**config.mk**
```make
export PLATFORM = sky130hd
export DESIGN_NAME = arb8_ctrl
export DESIGN_NICKNAME = d
export VERILOG_FILES = /design/src/rtl/arb8_pkg.sv /design/src/rtl/arb8_ctrl_prio_enc8.sv /design/src/rtl/arb8_ctrl.sv
export SDC_FILE = /design/constraint.sdc
export NUM_CORES = 1
export LEC_CHECK = 0
export BUFFER_PORTS_ARGS = -buffer_cell sky130_fd_sc_hd__buf_2
export CAP_MARGIN = 10
export CORE_MARGIN = 2
export CORE_UTILIZATION = 50
export DETAILED_ROUTE_END_ITERATION = 10
export PLACE_DENSITY_LB_ADDON = 0.25
export SYNTH_ARGS = -nofsm -noshare
export SYNTH_HDL_FRONTEND = slang
export SYNTH_SLANG_ARGS = --single-unit
```
**constraint.sdc**
```tcl
create_clock -name clk -period 4.4 [get_ports clk]
set_input_delay 0.22 -clock clk [delete_from_list [all_inputs] [get_ports clk]]
set_output_delay 0.22 -clock clk [all_outputs]
set_load 0.005 [all_outputs]
```
**src/rtl/arb8_pkg.sv**
```systemverilog
// arb8_pkg: shared types, constants and the rotate helper for the arb8 arbiter
package arb8_pkg;
    localparam int NREQ_DEF     = 8;
    localparam int HOLD_MAX_DEF = 16;

    typedef enum logic {
        IDLE  = 1'b0,
        GRANT = 1'b1
    } state_e;

    // Rotate right by s so that bit (s-1) mod 8 lands at bit 7 for the rotating search
    function automatic logic [7:0] rotr8(input logic [7:0] v, input logic [2:0] s);
        return 8'({v, v} >> s);
    endfunction
endpackage

```
**src/rtl/arb8_ctrl_prio_enc8.sv**
```systemverilog
// prio_enc8: 8-bit priority encoder, highest set index wins
module prio_enc8 (
    input  logic [7:0] in,
    output logic [2:0] idx,
    output logic       any
);
    // Later (higher) indices overwrite earlier ones, so the top set bit wins
    always_comb begin
        idx = '0;
        for (int i = 0; i < 8; i++)
            if (in[i]) idx = 3'(i);
    end

    assign any = |in;
endmodule

```
**src/rtl/arb8_ctrl.sv**
```systemverilog
// arb8_ctrl: eight-requester arbiter with grant hold, rotating priority and hold-time limit
module arb8_ctrl
    import arb8_pkg::*;
#(
    parameter int NREQ     = NREQ_DEF,
    parameter int HOLD_MAX = HOLD_MAX_DEF
) (
    input  logic            clk,
    input  logic            rst,
    input  logic [NREQ-1:0] req,
    input  logic            rel,
    input  logic            rr_en,
    output logic [NREQ-1:0] gnt,
    output logic [2:0]      gnt_id,
    output logic            gnt_vld,
    output logic            tmo
);
    localparam int CW = (HOLD_MAX > 0) ? $clog2(HOLD_MAX + 1) : 1;

    state_e          state_q, state_d;
    logic [NREQ-1:0] gnt_q, gnt_d;
    logic [2:0]      gnt_id_q, gnt_id_d;
    logic            gnt_vld_q, gnt_vld_d;
    logic            tmo_q, tmo_d;
    logic [CW-1:0]   cnt_q, cnt_d;
    logic [2:0]      last_q, last_d;

    logic [7:0] enc_in;
    logic [2:0] enc_idx;
    logic       any;
    logic [2:0] win;
    logic       hold_hit;
    logic       vol_rel;
    logic       release_now;

    // In rotating mode the encoder sees req rotated by last; the index is rotated back mod 8
    assign enc_in = rr_en ? rotr8(req, last_q) : req;

    prio_enc8 u_enc (
        .in  (enc_in),
        .idx (enc_idx),
        .any (any)
    );

    assign win         = rr_en ? enc_idx + last_q : enc_idx;
    assign hold_hit    = (HOLD_MAX != 0) && (cnt_q == CW'(HOLD_MAX - 1));
    assign vol_rel     = rel || !req[gnt_id_q];
    assign release_now = vol_rel || hold_hit;

    // State and output registers, all cleared by synchronous reset
    always_ff @(posedge clk) begin
        if (rst) begin
            state_q   <= IDLE;
            gnt_q     <= '0;
            gnt_id_q  <= '0;
            gnt_vld_q <= 1'b0;
            tmo_q     <= 1'b0;
            cnt_q     <= '0;
            last_q    <= '0;
        end else begin
            state_q   <= state_d;
            gnt_q     <= gnt_d;
            gnt_id_q  <= gnt_id_d;
            gnt_vld_q <= gnt_vld_d;
            tmo_q     <= tmo_d;
            cnt_q     <= cnt_d;
            last_q    <= last_d;
        end
    end

    // Next state: arbitrate from IDLE, leave GRANT on any release condition
    always_comb begin
        state_d = state_q;
        case (state_q)
            IDLE:    state_d = any ? GRANT : IDLE;
            GRANT:   state_d = release_now ? IDLE : GRANT;
            default: state_d = IDLE;
        endcase
    end

    // Next register values; tmo only when the hold limit alone ends the grant
    always_comb begin
        gnt_d     = gnt_q;
        gnt_id_d  = gnt_id_q;
        gnt_vld_d = gnt_vld_q;
        tmo_d     = 1'b0;
        cnt_d     = cnt_q;
        last_d    = last_q;
        case (state_q)
            IDLE: begin
                if (any) begin
                    gnt_d     = NREQ'(1) << win;
                    gnt_id_d  = win;
                    gnt_vld_d = 1'b1;
                    cnt_d     = '0;
                    last_d    = win;
                end
            end
            GRANT: begin
                if (release_now) begin
                    gnt_d     = '0;
                    gnt_vld_d = 1'b0;
                    cnt_d     = '0;
                    tmo_d     = !vol_rel;
                end else begin
                    cnt_d = (HOLD_MAX == 0 || hold_hit) ? cnt_q : cnt_q + 1'b1;
                end
            end
            default: ;
        endcase
    end

    assign gnt     = gnt_q;
    assign gnt_id  = gnt_id_q;
    assign gnt_vld = gnt_vld_q;
    assign tmo     = tmo_q;
endmodule

```
== Word level (Yosys, flattened, before mapping) ==
Cells that the tools add are included.

* Word-level logic and storage cells: 50
* Output and inout port bits: 13
* Bits of input ports: 12
* Register bits: 19

* Bitwise logic cells: 2
* $lt $le $gt $ge: 1
* Reduce and logical (&&, ||, !) cells: 9
* Shifts and indexed selects: 2
* Equal/unequal tests: 4
* Multiplexer cells: 24
* Add/subtract/negate cells: 2

{| class="wikitable"
|+ Operator list
! operator !! count
|-
| $mux W8 || 3
|-
| $pmux W8 S2 || 1
|-
| $shr A16 B3 Y8 || 1
|-
| $mux W3 || 5
|-
| $mux W5 || 3
|-
| $pmux W5 S2 || 1
|-
| $reduce_or A8 Y1 || 1
|-
| $shl A1 B3 Y8 const A || 1
|-
| $mux W1 || 6
|-
| $reduce_and A2 Y1 || 3
|-
| $add A5 B1 Y5 const B || 1
|-
| $eq A5 B4 Y1 const B || 1
|-
| $lt A3 B4 Y1 const B || 1
|-
| $mux W2 || 2
|-
| $pmux W1 S2 || 2
|-
| $add A3 B3 Y3 || 1
|-
| $bmux W1 S3 || 1
|-
| $ne A3 B2 Y1 const B || 1
|-
| $reduce_or A3 Y1 || 1
|-
| $logic_not A1 Y1 || 2
|-
| $logic_or A1 B1 Y1 || 2
|-
| $ne A2 B1 Y1 const B || 1
|-
| $ne A2 B2 Y1 const B || 1
|-
| $not A1 Y1 || 2
|}

== Logic depth before layout (Yosys ltp) ==
Gate-level depths: netlist of run 1.

* Depth in word-level cells: 14
* Mapped depth: 15
* Mapped depth without buffers: 13

== Cells and area by module ==
A second synthesis of run 1 with hierarchy kept.

* Cells, all modules: 168
* Area, all modules: 1458.9 µm²

{| class="wikitable"
|+ By module, submodules not included
! module !! sequential area each (µm²) !! cells each !! area an instance (µm²) !! times used
|-
| arb8_ctrl || 380.4 || 156 || 1392.6 || 1
|-
| prio_enc8 || 0.0 || 12 || 66.3 || 1
|}

== Worst setup path after synthesis of run 1 ==
Ideal clock, no wire load.

* Path kind: flip-flop to flip-flop
* From: reg last_q[0]
* To: reg gnt_q[2], in the netlist gnt[2]
* Arrival: 3.225 ns
* Buffers on the path: 1
* Path slack: 1.115 ns
* Cell stages (with the launch flop): 15
* Clock period less this slack: 3.285 ns
* Cells stage by stage: dfxtp_1 -> buf_6 -> mux2i_1 -> a22oi_1 -> a31oi_2 -> o21ai_0 -> o21ai_0 -> ha_1 -> inv_1 -> fa_1 -> xnor2_1 -> and2_1 -> or3_1 -> a2111oi_2 -> a22o_1

* Longest elaborated chain between the ends: 14

{| class="wikitable"
|+ Ends and longest elaborated chain
! element !! RTL line !! RTL
|-
| start: declaration || arb8_ctrl.sv:26 || <nowiki>logic [2:0] last_q, last_d;</nowiki>
|-
| start signal: assignment || arb8_ctrl.sv:67 || <nowiki>last_q <= last_d;</nowiki>
|-
| $shr A16 B3 Y8 || arb8_pkg.sv:13 || <nowiki>return 8'({v, v} >> s);</nowiki>
|-
| $mux W8 || arb8_ctrl.sv:37 || <nowiki>assign enc_in = rr_en ? rotr8(req, last_q) : req;</nowiki>
|-
| $mux W1 || arb8_ctrl_prio_enc8.sv:11 || <nowiki>if (in[i]) idx = 3'(i);</nowiki>
|-
| $mux W2 (2 in series) || arb8_ctrl_prio_enc8.sv:11 ||
|-
| $mux W3 (4 in series) || arb8_ctrl_prio_enc8.sv:11 ||
|-
| $add A3 B3 Y3 || arb8_ctrl.sv:45 || <nowiki>assign win = rr_en ? enc_idx + last_q : enc_idx;</nowiki>
|-
| $mux W3 || arb8_ctrl.sv:45 ||
|-
| $shl A1 B3 Y8 || arb8_ctrl.sv:92 || <nowiki>gnt_d = NREQ'(1) << win;</nowiki>
|-
| $mux W8 || arb8_ctrl.sv:91 || <nowiki>if (any) begin</nowiki>
|-
| $pmux W8 S2 || arb8_ctrl.sv:89 || <nowiki>case (state_q)</nowiki>
|-
| end signal: assignment || arb8_ctrl.sv:62 || <nowiki>gnt_q <= gnt_d;</nowiki>
|-
| end: declaration || arb8_ctrl.sv:21 || <nowiki>logic [NREQ-1:0] gnt_q, gnt_d;</nowiki>
|}

Several ways; a longest one is shown, not always the timed one. The select of a mux whose other input is x is not followed.
A chain may end at the register's enable or synchronous reset.

== Worst setup path in the final report of run 1 ==
Same ends and word-level chain as after synthesis.

==> qor.csv, run 1 <==
metric;value;unit
status;complete, no violations;
core footprint;2730;µm²
clock skew;9.12;ps
worst slew pin tran;574;ps
crit path from;last_q[0]$_SDFFE_PP0P_;
RePlAce Congestion;0.913;
synth unique cells;52;
share of cells above drive strength 1;0.242;
# hold bufs at CTS;0;
Die Ht;57.5;µm
via count;1319;
clk slew on worst S/H paths;110;ps
Worst setup SP type;flop;
Hold Startpoint;rel;
Syn Inst Count;161;
Antenna Nets Post-Route;0;
n_diodes;0;
RSZ-0062 raised after global routing;false;
PD cells;368;nW/µm²
EDFF count, synth;0;
CTS-repair resized insts;0;
Final nets;195;
CTS H-tree lvls;1;
relative slew slack;0.614;
initial antenna violation count;0;
asr flop ratio synth;0;
Port Buf Inserts;24;
reg2reg end;gnt[2]$_SDFFE_PP0P_;
Hold Crit Depth;3;
pin count of the biggest net entering global routing;27;
Initial DRC Count;68;
global-route wire length before repair;5500;µm
worst min path class;in2reg;
commonest non-fill, non-tap cells in the layout;buf_2 (24), dfxtp_1 (19), a22oi_1 (16), nor2_1 (16), nor2b_1 (9);
Yosys warnings;0;
synthesized area per cell;8.87;µm²
fill count;258;
dominant cells by area after synthesis;dfxtp_1 (27%), a22oi_1 (8.4%), mux2i_1 (4.2%);
Final Core Density;0.568;
Synth Flop Type;dfxtp_1;
CTS Buf Count;3;
drt pass-1 iters;4;
Synth top area share;0.266;
GRT Util Overall;0.211;
CTS Root Cell;clkbuf_4;
row count;19;
hpwl dp;2470;µm
R2R cell count;13;
Clk Latency, worst-skew pair;310;ps
initial core utilization;0.523;
Max Slew Vio Count;0;
Cell Area, Placed;1530;µm²
DR WL/cell;15.7;µm
f_max;260;MHz
critical path class;reg2reg;
final worst-path cycle share;0.876;
Clock Sinks;19;
DRT Wirelength;3280;µm
vias per inst;6.31;
min Tclk post-route;3850;ps
reg2reg setup slack;550;ps
die area;3300;µm²
area leader, netlist;dfxtp_1;
register area share after synthesis;0.266;
Hold Fails Final Rpt;0;
drc violations;0;
CTS tree;yes;
max cap viols;0;
syn_nets;177;
Crit Reg-Reg Startpoint;last_q[0]$_SDFFE_PP0P_;
Design Power;0.571;mW
worst path required time;4650;ps
largest buffer count on any clock path;2;
Seq cells post-synth;19;
synthesized area;1430;µm²
CP endpoint kind;flop;
die width;57.5;µm
P&R area growth vs syn;8.67;%
hold endpoint;tmo$_SDFF_PP0_;
most common cell after layout, fill and taps aside;buf_2;
vias in the first global route;1240;
Static Leakage;0.632;nW
post-CTS setup buffers;0;
I/O pins;25;
peak supply drop;232;µV
CP Max Fanout;11;
Finish-stage setup viols;0;
total gr overflow;0;
setup_tns;0;ps
critical path data arrival time;4100;ps
final instance area;1550;µm²
==> how the worst max path moves through the flow <==
stage	to	cells after the start
global route	gnt[3]$_SDFFE_PP0P_	13
floorplan	gnt[2]$_SDFFE_PP0P_	14
detailed placement	gnt[2]$_SDFFE_PP0P_	13
finish	gnt[2]$_SDFFE_PP0P_	13
CTS	gnt[2]$_SDFFE_PP0P_	13
global placement	gnt[3]$_SDFFE_PP0P_	13
==> logic make-up (layout without fill, tap and decap cells) <==
kind of cell    count (synthesis)  in the layout  synth area share
mux                            10             10            0.0849
flops                          19             19             0.266
buf+inv                        15             32            0.0543
compound gates                 58             58             0.318
simple gates                   54             54             0.230
fa+ha+maj                       4              4            0.0403
xor+xnor                        1              1           0.00613
==> power by group <==
group          internal, mW  leakage (nW)  switching, mW
sequential            0.188         0.155         0.0242
combinational         0.113         0.459          0.156
clock                0.0339        0.0177         0.0556
total                 0.335         0.632          0.236
==> area by class of cell <==
type	instances	area, µm²	area share
Inverter	4	15.0	0.00967
Clock inverter	1	5.00	0.00322
Sequential cell	19	380	0.245
Tap cell	31	38.8	0.0250
Multi-Input combinational cell	127	971	0.625
Timing Repair Buffer	24	120	0.0774
Clock buffer	3	22.5	0.0145
==> state kept, by name (all words and copies together), names as in the netlist <==
name	flops
gnt_vld	1
tmo	1
last_q	3
state_q	1
gnt	8
cnt_q	5
==> cell usage after synthesis, types with 4 or more instances <==
cell type and instances:
dfxtp_1 19, a22oi_1 16, nor2_1 16, nor2b_1 9
a21oi_1 8, nand2_1 8, a22o_1 6, mux2i_1 6
a31oi_2 4, and2_1 4, buf_2 4, inv_1 4
o21ai_0 4
==> worst max-delay path: stages (launching register included) <==
cell and delay, ps:
dfxtp_1 700, mux2i_1 400, a22oi_1 160, a31oi_2 350, o21ai_0 170, o21ai_0 190, ha_1 180, inv_1 50
fa_1 370, xnor2_1 150, and2_1 220, or3_1 340, a2111oi_2 350, a22o_1 180
==> routing by layer <==
metal | routed length, µm | vias up | GRT usage
met5 | 0 | - | 0
met4 | 31 | 0 | 0.0598
met3 | 150 | 5 | 0.0408
met2 | 1560 | 36 | 0.336
met1 | 1530 | 631 | 0.291
li1 | - | 647 | -
==> through the flow <==
step                std cells  hold slack [ps]  setup WS (ps)
finish                    209              208            547
global route              209              235            237
detailed placement        205              451            592
global placement          205              444            749
CTS                       209              197            551
floorplan                 161              296           1110
Note: power is estimated with default switching activity, not from simulation.
==> run 2: changes to the inputs <==
--- a/config.mk
+++ b/config.mk
@@ -7,10 +7,12 @@
 export LEC_CHECK = 0
 export BUFFER_PORTS_ARGS = -buffer_cell sky130_fd_sc_hd__buf_2
 export CAP_MARGIN = 10
+export CELL_PAD_IN_SITES_DETAIL_PLACEMENT = 0
+export CELL_PAD_IN_SITES_GLOBAL_PLACEMENT = 1
 export CORE_MARGIN = 2
-export CORE_UTILIZATION = 50
+export CORE_UTILIZATION = 42
 export DETAILED_ROUTE_END_ITERATION = 10
-export PLACE_DENSITY_LB_ADDON = 0.25
+export PLACE_DENSITY = 0.85
 export SYNTH_ARGS = -nofsm -noshare
 export SYNTH_HDL_FRONTEND = slang
 export SYNTH_SLANG_ARGS = --single-unit
==> run 2 against run 1 <==
Net effect: cell count rose by 7.2%; via count fell by 0.30%; critical path depth did not move; first-iteration DRC count rose by 35%; clock skew fell by 1.6 ps; critical endpoint unchanged.
==> qor.csv, run 2 (same netlist as run 1, synthesis figures left out) <==
metric;value;unit
drc violations;0;
status;complete, no violations;
initial antenna violation count;0;
Final Core Density;0.475;
crit-path most repeated cell;o21ai_0;
die width;62.3;µm
critical path class;reg2reg;
Initial DRC Count;92;
Final nets;195;
max reg flops;8;
CP Max Fanout;11;
Design Power;0.570;mW
post-CTS setup buffers;0;
commonest non-fill, non-tap cells in the layout;buf_2 (24), dfxtp_1 (19), a22oi_1 (16), nor2_1 (16), nor2b_1 (9);
Port Buf Inserts;24;
CTS Root Cell;clkbuf_4;
share of cells above drive strength 1;0.242;
via count;1315;
initial core utilization;0.432;
Antenna Nets Post-Route;0;
CTS-repair resized insts;0;
drt pass-1 iters;5;
clk slew on worst S/H paths;110;ps
crit path max-delay cell type;dfxtp_1;
worst min path class;in2reg;
max incr delay on CP;710;ps
die area;3880;µm²
hpwl dp;2580;µm
Clock Sinks;19;
final worst slack;561;ps
peak supply drop;149;µV
relative slew slack;0.583;
# hold bufs at CTS;0;
worst slew pin tran;619;ps
Hold Worst Slack;213;ps
RePlAce Congestion;0.885;
Hold Fails Final Rpt;0;
CP endpoint kind;flop;
CTS tree;yes;
pin count of the biggest net entering global routing;27;
f_max;261;MHz
critical path data arrival time;4090;ps
final worst-path cycle share;0.872;
RSZ-0062 raised after global routing;false;
dpl ws;597;ps
Clk Latency, worst-skew pair;300;ps
n_diodes;0;
total gr overflow;0;
vias per inst;5.87;
most common cell after layout, fill and taps aside;buf_2;
Finish-stage setup viols;0;
core footprint;3310;µm²
DRT Wirelength;3290;µm
P&R area growth vs syn;9.98;%
global-route wire length before repair;5800;µm
clock skew;7.53;ps
Static Leakage;0.632;nW
largest buffer count on any clock path;2;
PD cells;363;nW/µm²
Die Ht;62.3;µm
CTS Buf Count;3;
row count;21;
min Tclk post-route;3840;ps
I/O pins;25;
vias in the first global route;1221;
DR WL/cell;14.7;µm
Max Slew Vio Count;0;
worst path required time;4650;ps
CP Cell Sequence;mux2i_1, a22oi_1, a31oi_2, o21ai_0, o21ai_0, ha_1, inv_1, fa_1, xnor2_1, and2_1, or3_1, a2111oi_2, a22o_1;
max cap viols;0;
setup_tns;0;ps
CTS H-tree lvls;1;
GRT Util Overall;0.181;
Worst setup SP type;flop;
run 2: cell counts in the layout (fill, tap and decap cells not counted):
Identical to the previous run, type by type.
run 2: worst max-delay path, delay by kind of cell, from the launching register on:
family	cells	cell delay, ps
AO/OA/AOI/OAI	6	1360
XOR/XNOR	1	150
adder cells (fa/ha/maj)	2	530
buffers and inverters	1	50
flip-flops	1	710
multiplexers	1	440
AND/OR/NAND/NOR	2	540
run 2: per-layer routing:
| layer | wire length (µm) | vias up | GRT usage |
|---|---|---|---|
| met5 | 0 | - | 0 |
| met4 | 23 | 0 | 0.0528 |
| met3 | 190 | 3 | 0.0380 |
| met2 | 1580 | 48 | 0.284 |
| met1 | 1500 | 618 | 0.253 |
| li1 | - | 646 | - |
run 2: layout make-up:
cell class	instances	area (µm²)
Sequential cell	19	380
Tap cell	46	57.6
Timing Repair Buffer	24	120
Multi-Input combinational cell	127	971
Fill cell	355	1740
Clock inverter	1	5.00
Inverter	4	15.0
Clock buffer	3	22.5
run 2: final timing paths:
path / from / to / slack (ps) / cells after the start
setup / recovery: last_q[0]$_SDFFE_PP0P_ / gnt[2]$_SDFFE_PP0P_ / 560 / 13
hold / removal: rel / tmo$_SDFF_PP0_ / 210 / 3
setup reg to reg: last_q[0]$_SDFFE_PP0P_ / gnt[2]$_SDFFE_PP0P_ / 560 / 13
hold reg to reg: gnt[4]$_SDFFE_PP0P_ / gnt[4]$_SDFFE_PP0P_ / 470 / 1
run 2: power breakdown:
group | switching, mW | leakage (nW) | internal (mW)
logic | 0.155 | 0.459 | 0.113
registers | 0.0264 | 0.155 | 0.188
clock network | 0.0538 | 0.0177 | 0.0339
run 2: metrics by stage:
| step | instance area, µm² | cells |
|---|---|---|
| after floorplan | 1430 | 161 |
| final | 1570 | 224 |
| after global placement | 1540 | 220 |
| after CTS | 1570 | 224 |
| after detailed placement | 1540 | 220 |
| after global routing | 1570 | 224 |
